==> config.mk <==
export PLATFORM = sky130hd
export DESIGN_NAME = apb_slave_regfile_flat
export DESIGN_NICKNAME = d
export VERILOG_FILES = /design/src/rtl/apb_slave_regfile_if.sv /design/src/rtl/apb_slave_regfile.sv /design/src/flat_wrapper.sv
export SDC_FILE = /design/constraint.sdc
export NUM_CORES = 1
export LEC_CHECK = 0
export ABC_AREA = 1
export BUFFER_PORTS_ARGS = -buffer_cell sky130_fd_sc_hd__buf_2
export CORE_MARGIN = 4
export CORE_UTILIZATION = 50
export DETAILED_ROUTE_END_ITERATION = 6
export GPL_TIMING_DRIVEN = 0
export PLACE_DENSITY_LB_ADDON = 0.12
export SLEW_MARGIN = 5
export SYNTH_ARGS = -nofsm -noshare
export SYNTH_HDL_FRONTEND = slang
export SYNTH_SLANG_ARGS = --single-unit
==> constraint.sdc <==
create_clock -name pclk -period 2.3 [get_ports pclk]
set_clock_uncertainty 0.1 [all_clocks]
set_input_delay 0.46 -clock pclk [delete_from_list [all_inputs] [get_ports pclk]]
set_output_delay 0.46 -clock pclk [all_outputs]
set_load 0.02 [all_outputs]
==> src/rtl/apb_slave_regfile_if.sv <==
// APB bus bundle between the team's APB master and the register-file slave.
// The master modport drives the request side; the slave modport returns the response.
interface apb_slave_regfile_if #(
    parameter int ADDR_WIDTH = 8,
    parameter int DATA_WIDTH = 8
);
    logic                  psel;
    logic                  penable;
    logic                  pwrite;
    logic [ADDR_WIDTH-1:0] paddr;
    logic [DATA_WIDTH-1:0] pwdata;
    logic [DATA_WIDTH-1:0] prdata;
    logic                  pready;
    logic                  pslverr;

    modport master (
        output psel, penable, pwrite, paddr, pwdata,
        input  prdata, pready, pslverr
    );

    modport slave (
        input  psel, penable, pwrite, paddr, pwdata,
        output prdata, pready, pslverr
    );
endinterface

==> src/rtl/apb_slave_regfile.sv <==
// APB slave backed by a DEPTH-entry register file, with programmable wait states
// and an error response for out-of-range addresses. All outputs are registered.
module apb_slave_regfile #(
    parameter int ADDR_WIDTH  = 8,
    parameter int DATA_WIDTH  = 8,
    parameter int DEPTH       = 16,
    parameter int WAIT_STATES = 1
) (
    input  logic                pclk,
    input  logic                prstn,
    apb_slave_regfile_if.slave  bus
);
    localparam int unsigned IDX_W = (DEPTH > 1) ? $clog2(DEPTH) : 1;
    localparam logic [ADDR_WIDTH:0] DEPTH_L = (ADDR_WIDTH + 1)'(DEPTH);

    typedef enum logic [1:0] {IDLE, WAIT, RESP} state_t;

    state_t                state, state_n;
    logic [3:0]            cnt, cnt_n;
    logic [IDX_W-1:0]      lat_idx, lat_idx_n;
    logic [DATA_WIDTH-1:0] lat_wdata, lat_wdata_n;
    logic                  lat_wr, lat_wr_n;
    logic                  lat_err, lat_err_n;

    logic                  pready_q, pready_n;
    logic                  pslverr_q, pslverr_n;
    logic [DATA_WIDTH-1:0] prdata_q, prdata_n;
    logic                  wr_en;

    logic [DATA_WIDTH-1:0] regs [DEPTH];

    logic                  req_err;
    logic [IDX_W-1:0]      req_idx;

    // Full-width unsigned compare, so high addresses never alias onto the file.
    assign req_err = ({1'b0, bus.paddr} >= DEPTH_L);
    assign req_idx = bus.paddr[IDX_W-1:0];

    assign bus.pready  = pready_q;
    assign bus.pslverr = pslverr_q;
    assign bus.prdata  = prdata_q;

    always_comb begin
        state_n     = state;
        cnt_n       = cnt;
        lat_idx_n   = lat_idx;
        lat_wdata_n = lat_wdata;
        lat_wr_n    = lat_wr;
        lat_err_n   = lat_err;
        pready_n    = 1'b0;
        pslverr_n   = 1'b0;
        prdata_n    = '0;
        wr_en       = 1'b0;

        unique case (state)
            IDLE: begin
                if (bus.psel && !bus.penable) begin
                    lat_idx_n   = req_idx;
                    lat_wdata_n = bus.pwdata;
                    lat_wr_n    = bus.pwrite;
                    lat_err_n   = req_err;
                    if (WAIT_STATES == 0) begin
                        state_n   = RESP;
                        pready_n  = 1'b1;
                        pslverr_n = req_err;
                        prdata_n  = (!bus.pwrite && !req_err) ? regs[req_idx] : '0;
                    end else begin
                        state_n = WAIT;
                        cnt_n   = 4'(WAIT_STATES);
                    end
                end
            end
            WAIT: begin
                if (!bus.psel) begin
                    state_n = IDLE;
                end else if (bus.penable) begin
                    cnt_n = cnt - 4'd1;
                    if (cnt == 4'd1) begin
                        state_n   = RESP;
                        pready_n  = 1'b1;
                        pslverr_n = lat_err;
                        prdata_n  = (!lat_wr && !lat_err) ? regs[lat_idx] : '0;
                    end
                end
            end
            RESP: begin
                state_n = IDLE;
                wr_en   = lat_wr && bus.psel && bus.penable && !lat_err;
            end
            default: state_n = IDLE;
        endcase
    end

    always_ff @(posedge pclk) begin
        if (!prstn) begin
            state     <= IDLE;
            cnt       <= '0;
            lat_idx   <= '0;
            lat_wdata <= '0;
            lat_wr    <= 1'b0;
            lat_err   <= 1'b0;
            pready_q  <= 1'b0;
            pslverr_q <= 1'b0;
            prdata_q  <= '0;
            for (int unsigned i = 0; i < DEPTH; i++) begin
                regs[i] <= '0;
            end
        end else begin
            state     <= state_n;
            cnt       <= cnt_n;
            lat_idx   <= lat_idx_n;
            lat_wdata <= lat_wdata_n;
            lat_wr    <= lat_wr_n;
            lat_err   <= lat_err_n;
            pready_q  <= pready_n;
            pslverr_q <= pslverr_n;
            prdata_q  <= prdata_n;
            if (wr_en) begin
                regs[lat_idx] <= lat_wdata;
            end
        end
    end
endmodule
==> src/flat_wrapper.sv <==
// flat-port wrapper written by rule: the top's interface ports become plain ports
module apb_slave_regfile_flat 
#(
    parameter int ADDR_WIDTH  = 8,
    parameter int DATA_WIDTH  = 8,
    parameter int DEPTH       = 16,
    parameter int WAIT_STATES = 1
)
  (pclk, prstn, bus_psel, bus_penable, bus_pwrite, bus_paddr, bus_pwdata, bus_prdata, bus_pready, bus_pslverr);
  apb_slave_regfile_if #(.ADDR_WIDTH(ADDR_WIDTH), .DATA_WIDTH(DATA_WIDTH)) bus_i ();
  input  logic pclk;
  input  logic prstn;
  input wire logic [$bits(bus_i.psel)-1:0] bus_psel;
  input wire logic [$bits(bus_i.penable)-1:0] bus_penable;
  input wire logic [$bits(bus_i.pwrite)-1:0] bus_pwrite;
  input wire logic [$bits(bus_i.paddr)-1:0] bus_paddr;
  input wire logic [$bits(bus_i.pwdata)-1:0] bus_pwdata;
  output wire logic [$bits(bus_i.prdata)-1:0] bus_prdata;
  output wire logic [$bits(bus_i.pready)-1:0] bus_pready;
  output wire logic [$bits(bus_i.pslverr)-1:0] bus_pslverr;
  assign bus_i.psel = bus_psel;
  assign bus_i.penable = bus_penable;
  assign bus_i.pwrite = bus_pwrite;
  assign bus_i.paddr = bus_paddr;
  assign bus_i.pwdata = bus_pwdata;
  assign bus_prdata = bus_i.prdata;
  assign bus_pready = bus_i.pready;
  assign bus_pslverr = bus_i.pslverr;
  apb_slave_regfile #(.ADDR_WIDTH(ADDR_WIDTH), .DATA_WIDTH(DATA_WIDTH), .DEPTH(DEPTH), .WAIT_STATES(WAIT_STATES)) u_core (.pclk(pclk), .prstn(prstn), .bus(bus_i));
endmodule
==> impl_metrics.yaml <==
power:
  p_sw_share_pct: 22.8
  peakVddDrop_uv: 511
  power_switching_uw: 1500
  power_leakage_uw: 0.00359
  seqPwrFrac_pct: 48.6
  powerDensity_mw_per_mm2: 807
  clock_power_share_pct: 44.6
  power_uw: 6600
  comb_power_share_pct: 6.7
  p_int_uw: 5090
logic_synthesis:
  synth_top_area_share_pct: 54.0
  synth-adder-area-share_pct: 0.352
  synthCells: 805
  yosys-top-cells-area: "edfxtp_1 (54%), nand2_1 (19%), dfxtp_1 (8.4%)"
  async_reset_ff_share_pct: 0
  synth-xor-area-share_pct: 0
  syn_area_per_cell_um2: 8.84
  synth_top_family_by_area: "simple AND/OR/NAND/NOR gates"
  synth_compound_area_share_pct: 1.39
  synth_ff_type: "edfxtp_1"
  yosysSeqAreaShare_pct: 62.4
  synth-edff-count: 128
  synthMuxAreaShare_pct: 0
  synth_cell_types: 23
  syn_nets: 828
  syn-cell-area_mm2: 0.00712
  synth_largest_area_cell: "edfxtp_1"
  synth_simple_gate_area_share_pct: 32.1
  yosys_warnings: 0
  postSynthRegisterBits: 158
  yosysMostFrequentCell: "nand2_1"
  synth_common_cells: "nand2_1 (366), nor2_1 (154), edfxtp_1 (128)"
timing:
  finalCritPeriodShare_pct: 91.0
  maxSlewHeadroom_pct: 47.1
  worst_slew_pin_slew_ps: 794
  setup_viol: 0
  layout_min_cycle_time_ps: 2090
  fmax_mhz: 478
  hold_viol: 0
  hold_ws_ps: 156
  fin_tns_setup_ps: 0
  maxSlewViolCount: 0
  rsz0062_at_grt: "false"
global_route:
  grt_pass1_wl_mm: 28.4
  grt_pass1_vias: 5476
  track_usage_pct: 23.3
  overflow: 0
  grt_max_degree: 17
  antenna_found_initial: 0
clocking:
  cts_inserted_buffers: 17
  clockRootBuffer: "clkbuf_16"
  cts_tree: "built"
  cts.sinks: 158
  clk_pin_slew_ps: 60
  cts.path.max_buffers: 2
  clk_latency_ps: 430
  cts_max_level: 4
die:
  die_y_um: 127
  die_area_mm2: 0.0162
  initial_core_util_pct: 51.1
  die_w_um: 127
  rows: 43
  ios: 31
  core-area_mm2: 0.0139
placed_design:
  placedInstanceArea_mm2: 0.00749
  place_congestion: 0.940
  io_buffers: 29
  hpwlAfterDp_mm: 12.2
  dp.cells: 1014
outcome:
  status: "finished clean"
worst_setup_path:
  startpoint_type: "flop"
  worstPathArrival_ps: 2080
  worstPathMaxFanout: 9
  worstPathRequired_ps: 2290
  cp_slowest_cell: "dfxtp_1"
  cp_slowest_stage_delay_ps: 320
  end_kind: "flop"
  worst-path-buf-inv: 2
  timing_worst_setup_path_type: "flop to flop"
  critPathTopFamily: "simple AND/OR/NAND/NOR gates"
  crit_chain: "inv_1 > nor3_2 > nand2_2 > nor3_4 > buf_4 > nand2_4 > nand2_1"
routing:
  wl_per_cell_um: 16.9
  avgViaCountPerCell: 5.24
  drtIter0Drc: 514
  wirelength_mm: 17.8
  drtPass1Iterations: 6
  via_count: 5513
  remaining_drc_errors: 0
  postRouteAntennaNets: 0
finish:
  antenna-diode-count: 0
  stdcell_area_mm2: 0.00817
  fillCellCount: 1215
  layout-drive-gt1-share_pct: 12.5
  nets: 882
  stdcell_count: 1052
  area_growth_pct: 14.9
worst_hold_path:
  hold_class: "input port to flop"
flow_run:
  maxCapViolCount: 0
[cell usage in the layout, fill, tap and decap left out]
master and n:
nand2_1 360, nor2_1 154, edfxtp_1 128, buf_2 45, dfxtp_1 30, clkbuf_1 21, nand3_1 19, clkbuf_16 17
inv_1 15, o21ai_0 14, nand2_4 12, clkinv_1 9, nand2_2 7, buf_4 6, nor3_4 4, bufinv_16 4
inv_2 3, buf_1 3, clkinvlp_4 3, clkinv_4 3, nor3_2 2, a21oi_1 2, o22ai_1 2, ha_1 2
clkinv_2 2, nand4_1 1, a31oi_1 1, nor4_1 1, nor3_1 1, inv_6 1
[power by group through the flow]
stage / clock, µW / combinational, µW / sequential (µW)
floorplan: 0 / 285 / 3260
global placement: 0 / 427 / 3270
detailed placement: 0 / 433 / 3270
CTS: 2980 / 436 / 3210
global route: 3110 / 495 / 3210
finish: 2940 / 444 / 3210
[cells by family after synthesis]
logic type                 after synthesis
AOI/OAI and AO/OA                       19
buffers and inverters                   65
and+or+nand+nor                        561
adders and majority gates                2
DFF                                    158
[state kept, by name (all words and copies together), names as in the netlist]
signal,count
u_core.bus.prdata,8
u_core.bus.pready,1
u_core.bus.pslverr,1
u_core.cnt,4
u_core.lat_err,1
u_core.lat_idx,4
u_core.lat_wdata,8
u_core.lat_wr,1
u_core.regs,128
u_core.state,2
[area by class of cell]
cell class              count  area (µm²)  share of cell area, %
plain buffers              39         166                   2.04
clock buffers              18         429                   5.25
clock inverters            14         191                   2.34
inverters                  26        97.6                   1.19
multi-input cells         582        2430                   29.7
flip-flops and latches    158        4440                   54.4
well taps                 180         225                   2.76
repair buffers             35         190                   2.33
[tightest hold or removal path: stages]
cell     delay [ps]
buf_2            70
nand3_1          60
o21ai_0          60
[worst paths after layout]
| path | slack, ps | startpoint | cells past startpoint | endpoint |
|---|---|---|---|---|
| setup / recovery | 210 | u_core.state[1] | 7 | u_core.regs[14][0] |
| hold / removal | 160 | bus_pwdata[2] | 3 | u_core.lat_wdata[2] |
| setup reg to reg | 210 | u_core.state[1] | 7 | u_core.regs[14][0] |
| hold reg to reg | 410 | u_core.lat_err | 2 | u_core.bus.pslverr |
[per-layer routing]
layer | track usage (%) | wire length, µm | up-vias
met5 | 0 | 0 | -
met4 | 9.21 | 511 | 0
met3 | 5.81 | 1530 | 44
li1 | - | - | 2670
met1 | 30.9 | 7620 | 2565
met2 | 37.1 | 8160 | 234
[metrics by stage]
step | utilization (%) | worst slack (ps)
6_report | 58.7 | 206
5_1_grt | 58.7 | 31.6
4_1_cts | 58.2 | 4.66
3_5_place_dp | 53.7 | -176
3_3_place_gp | 53.7 | -82.1
2_1_floorplan | - | 294
[timing repair]
item                                    4_1_cts  5_1_grt
gates resized for setup                       0        7
buffers inserted                              0        6
hold buffers                                  0        0
endpoints found under the setup margin        0      128
Power figures use the tool's default switching activity.
